==> src/rtl/pipelined_cla_adder.sv <==
// Pipelined carry-lookahead adder/subtractor with valid/ready on both sides.
// Each stage resolves one GROUP-bit lookahead block; the carry is registered between stages.
module pipelined_cla_adder #(
   parameter int WIDTH = 16,
   parameter int GROUP = 4
) (
   input  logic             clk,
   input  logic             rst,
   input  logic             in_valid,
   output logic             in_ready,
   input  logic [WIDTH-1:0] a,
   input  logic [WIDTH-1:0] b,
   input  logic             cin,
   input  logic             sub,
   output logic             out_valid,
   input  logic             out_ready,
   output logic [WIDTH-1:0] sum,
   output logic             cout,
   output logic             ovf
);
   localparam int STAGES = WIDTH / GROUP;

   logic             advance;
   logic [WIDTH-1:0] b_eff;
   logic             cin_eff;

   assign advance  = !out_valid || out_ready;
   assign in_ready = advance;
   assign b_eff    = sub ? ~b : b;
   assign cin_eff  = sub | cin;

   for (genvar k = 0; k < STAGES; k++) begin : stg
      localparam int HI = (k + 1) * GROUP;

      logic [GROUP-1:0] ga, gb, gg, gp, gs;
      logic [GROUP:0]   gc;
      logic             gci, v_s, c_d;
      logic [HI-1:0]    s_d;
      logic             v_q, c_q;
      logic [HI-1:0]    s_q;

      if (k == 0) begin : src
         assign ga  = a[GROUP-1:0];
         assign gb  = b_eff[GROUP-1:0];
         assign gci = cin_eff;
         assign v_s = in_valid;
         assign s_d = gs;
      end else begin : src
         assign ga  = stg[k-1].up.a_q[GROUP-1:0];
         assign gb  = stg[k-1].up.b_q[GROUP-1:0];
         assign gci = stg[k-1].c_q;
         assign v_s = stg[k-1].v_q;
         // finished low slices ride along so the sum leaves aligned
         assign s_d = {gs, stg[k-1].s_q};
      end

      assign gg  = ga & gb;
      assign gp  = ga ^ gb;
      assign c_d = gc[GROUP];

      // Flat sum-of-products carry per bit: every carry depends only on g, p and the group carry-in.
      always_comb begin
         logic t;
         logic acc;
         t   = 1'b0;
         acc = 1'b0;
         gc  = '0;
         gc[0] = gci;
         for (int i = 0; i < GROUP; i++) begin
            acc = 1'b0;
            for (int j = 0; j <= i; j++) begin
               t = gg[j];
               for (int m = j + 1; m <= i; m++) t = t & gp[m];
               acc = acc | t;
            end
            t = gci;
            for (int m = 0; m <= i; m++) t = t & gp[m];
            gc[i+1] = acc | t;
         end
         gs = gp ^ gc[GROUP-1:0];
      end

      always_ff @(posedge clk) begin
         if (rst) begin
            v_q <= 1'b0;
            c_q <= 1'b0;
            s_q <= '0;
         end else if (advance) begin
            v_q <= v_s;
            if (v_s) begin
               c_q <= c_d;
               s_q <= s_d;
            end
         end
      end

      if (k < STAGES - 1) begin : up
         localparam int UW = WIDTH - HI;
         logic [UW-1:0] a_d, b_d, a_q, b_q;
         if (k == 0) begin : sel
            assign a_d = a[WIDTH-1:GROUP];
            assign b_d = b_eff[WIDTH-1:GROUP];
         end else begin : sel
            assign a_d = stg[k-1].up.a_q[UW+GROUP-1:GROUP];
            assign b_d = stg[k-1].up.b_q[UW+GROUP-1:GROUP];
         end
         always_ff @(posedge clk) begin
            if (advance && v_s) begin
               a_q <= a_d;
               b_q <= b_d;
            end
         end
      end

      if (k == STAGES - 1) begin : fin
         logic cm_q;
         always_ff @(posedge clk) begin
            if (rst) cm_q <= 1'b0;
            else if (advance && v_s) cm_q <= gc[GROUP-1];
         end
      end
   end

   assign out_valid = stg[STAGES-1].v_q;
   assign sum       = stg[STAGES-1].s_q;
   assign cout      = stg[STAGES-1].c_q;
   assign ovf       = stg[STAGES-1].c_q ^ stg[STAGES-1].fin.cm_q;
endmodule

==> config.mk <==
export PLATFORM = sky130hd
export DESIGN_NAME = pipelined_cla_adder
export DESIGN_NICKNAME = d
export VERILOG_FILES = /design/src/rtl/pipelined_cla_adder.sv
export SDC_FILE = /design/constraint.sdc
export NUM_CORES = 1
export LEC_CHECK = 0
export BUFFER_PORTS_ARGS = -buffer_cell sky130_fd_sc_hd__buf_4
export CAP_MARGIN = 20
export CORE_MARGIN = 1
export CORE_UTILIZATION = 35
export DETAILED_ROUTE_END_ITERATION = 16
export PLACE_DENSITY_LB_ADDON = 0.2
export SLEW_MARGIN = 15
export SYNTH_ARGS = -nofsm -noshare
export SYNTH_HDL_FRONTEND = slang
export SYNTH_SLANG_ARGS = --single-unit
export TNS_END_PERCENT = 50
==> constraint.sdc <==
create_clock -name clk -period 1.85 [get_ports clk]
set_input_delay 0.37 -clock clk [delete_from_list [all_inputs] [get_ports clk]]
set_output_delay 0.37 -clock clk [all_outputs]
set_load 0.005 [all_outputs]
==> summary.md <==
| Metric | Value |
|---|---|
| GR Util All Layers | `0.1379` |
| Tightest Pin Transition | `453.6 ps` |
| CP delay by family, top | `adder cells` |
| Die area | `12500 µm²` |
| Power, Total | `0.004620 W` |
| Num ports | `58` |
| TritonCTS buffer count | `9` |
| Count leader, synth | `dfxtp_1` |
| NetSw | `0.001110 W` |
| Critical path buffer and inverter count | `0` |
| DP Wirelength | `5512 µm` |
| Layout Utilization | `0.4397` |
| Max-cap viol count | `0` |
| Die H | `111.8 µm` |
| Synth Warn # | `0` |
| Pleak | `1.950 nW` |
| Pwr/cell area | `908.6 nW/µm²` |
| Worst rel slew slack | `0.6976` |
| Slowest stage cell, crit path | `edfxtp_1` |
| # DRC | `4` |
| Layout cell share with drive strength beyond 1 | `0.2417` |
| Failing checks | `DRC` |
| Path depth of the worst reg2reg path | `5` |
| Cells after synthesis | `364` |
| Post-CTS Resized | `0` |
| Switching share of power | `0.2403` |
| RSZ-0062 raised after global routing | `no` |
| Combined area of the multi-input logic cells | `1627 µm²` |
| Largest net degree at the start of global routing | `46` |
| Clk buf depth | `2` |
| Post-synth top cells | `dfxtp_1, edfxtp_1, a21oi_1` |
| Status | `finished with violations` |
| Reg clk slew, reported paths | `70 ps` |
| Starting Density | `0.3650` |
| Pre-antenna DRT Iters | `10` |
| Sequential share of power | `0.522` |
| Final setup viols | `0` |
| Fmax | `581.3 MHz` |
| Final min period | `1720 ps` |
| Arrival @ worst endpoint | `1980 ps` |
| CTS tree | `done` |
| First-pass GRT wire length | `13660 µm` |
| Hold Vio Cnt, Final | `0` |
| Post-synthesis sequential area ratio | `0.5738` |
| Syn_nets | `426` |
| Critical R2R Launch | `stg[1].up.a_q[0]` |
| Clk pwr share | `0.384` |
| # diodes | `0` |
| Setup CP Type | `flop to flop` |
| NumNets Final | `479` |
| Die X | `111.8 µm` |
| CTS H-tree depth | `3` |
| Critical path required time | `2110 ps` |
| Internal | `0.003510 W` |
| Vias | `2862` |
| Syn Area/Cell | `11.60 µm²` |
| Peak supply drop | `449.4 µV` |
| Synth cell types | `37` |
| Synth top area cells | `edfxtp_1, dfxtp_1, ha_1` |
| Slew Limit Fails | `0` |
| DP Area | `4800 µm²` |
| Vias/cell | `5.065` |
| Most frequent CP cell | `ha_1` |
| Worst setup skew after layout | `5.591 ps` |
| GR Overflow Total | `0` |
| EDFF count, synth | `48` |
| Initial antenna violation count | `0` |
| Hold crit path type | `input port to flop` |
| Clock Tree Root | `clkbuf_16` |
| Fin crit share | `0.9298` |
| Setup TNS | `0 ps` |
| Startpoint types | `flop` |
| CP peak stage delay | `420 ps` |
| Vias in the first global route | `2832` |
| RR Endpoint | `stg[2].s_q[11]` |
| Clock Latency Late Sink | `340 ps` |
| 1st-iter DRT viols | `138` |
| Area share of the largest cell type after synthesis | `0.3414` |
| DP Cell Count | `549` |
| DRT antenna net count | `0` |
| Syn-to-layout area delta | `20.45%` |
| WHS Endpoint | `stg[0].up.a_q[5]` |
| Yosys reg bits | `97` |
| Core area | `11560 µm²` |
| Hold Startpoint | `a[9]` |
| CP endpoint kind | `flop` |
| GP Congestion | `0.7775` |
| Main flop type after synthesis | `dfxtp_1` |
| # hold bufs at CTS | `0` |
| Sink Count | `97` |
| CP Max Fanout | `3` |
| Cell area after layout | `5085 µm²` |
| Worst Hold Path Cells | `1` |
| Row cnt | `39` |
| Cell taking the most area after synthesis | `edfxtp_1` |
| Final Instance Count excl. Fillers | `565` |
| Number of buffers added on ports | `57` |
| Logic gate share of total power | `0.094` |
| Async SR Flop Fraction | `0` |
| Average routed wire per standard cell | `14.01 µm` |
| Synthesized cell area | `4222 µm²` |
| Postcts setup bufs | `0` |
| R2R Setup Slk | `130 ps` |
| CP cell instances | `ha_1, ha_1, o211a_1, or2_2, o221ai_2` |
| Aggregate routed wire length | `7916 µm` |
| Register area | `2422 µm²` |
| Fillers | `1101` |
cell usage in the layout, fill, tap and decap left out, types with 2 or more instances in the layout:
cell        netlist  layout
a211oi_1          5       5
a211oi_2          3       3
a21o_1            4       4
a21oi_1          41      41
buf_4             3      68
clkbuf_16         0       9
clkinvlp_4        0       2
dfxtp_1          49      49
edfxtp_1         48      48
fa_1              4       4
ha_1             20      19
inv_1             6       6
inv_2             5       5
inv_6             0       2
inv_8             0       2
nand2_1           5       5
nand2b_1          4       4
nand3_1          28      28
nand4b_1          8       8
nor2_1            9       9
nor2b_1           4       4
nor3_1            5       5
o2111ai_1         8       8
o211a_1           4       4
o21a_1            4       4
o21ai_0          36      36
o221ai_1          3       3
o311ai_1          4       4
or2_2             4       4
xnor2_1           4       4
xor2_1           17      16
per-stage QoR:
stage | setup slack, ps | hold slack [ps]
floorplan | 2.541 | 400.3
global placement | -57.41 | 401.0
detailed placement | -74.66 | 404.5
CTS | 118.1 | 184.9
global route | 53.65 | 178.2
finish | 129.8 | 201.4
worst max path at each step:
stage | to | cells past startpoint | slack [ps] | from
3_5_place_dp | stg[0].s_q[3] | 7 | -70 | b[0]
3_3_place_gp | stg[0].s_q[3] | 7 | -60 | b[0]
5_1_grt | stg[1].s_q[7] | 5 | 50 | stg[0].up.a_q[0]
2_1_floorplan | stg[0].s_q[3] | 7 | 3 | sub
4_1_cts | stg[1].s_q[7] | 5 | 120 | stg[0].up.b_q[0]
6_report | stg[2].s_q[11] | 5 | 130 | stg[1].up.a_q[0]
routing by layer:
layer,track usage,share of wire,wire (µm),vias to the layer above
met5,0,0,0,-
met4,0.05405,0.015,121,0
met3,0.04409,0.047,373,8
met2,0.1963,0.43,3397,66
met1,0.1934,0.51,4024,1333
li1,-,-,-,1455
state kept, by name, summed over array words and instances, names as in the netlist:
name / count
stg.fin.cm_q: 1
stg.c_q: 3
cout: 1
stg.s_q: 24
stg.v_q: 3
stg.up.a_q: 24
sum: 16
out_valid: 1
stg.up.b_q: 24
cell type report:
cell class / count / area share
flip-flops and latches: 97 / 0.4764
multi-input cells: 229 / 0.3199
well taps: 143 / 0.03519
repair buffers: 69 / 0.1043
clock buffers: 9 / 0.04429
clock inverters: 7 / 0.01181
inverters: 11 / 0.008120
cells by family after synthesis:
group,Yosys count,share of synthesized area
fa+ha+maj,24,0.07825
buf+inv,38,0.04327
compound gates,113,0.1675
simple gates,71,0.09366
flops,97,0.5738
xor+xnor,21,0.04357
power groups by stage:
stage,logic (W),clock network [W],registers [W]
finish,0.000433,0.00178,0.00241
detailed placement,0.000437,0,0.00246
global placement,0.000428,0,0.00246
floorplan,0.000290,0,0.00245
global route,0.000484,0.00194,0.00242
CTS,0.000439,0.00183,0.00241
No activity file was read; power rests on OpenSTA's default activity.
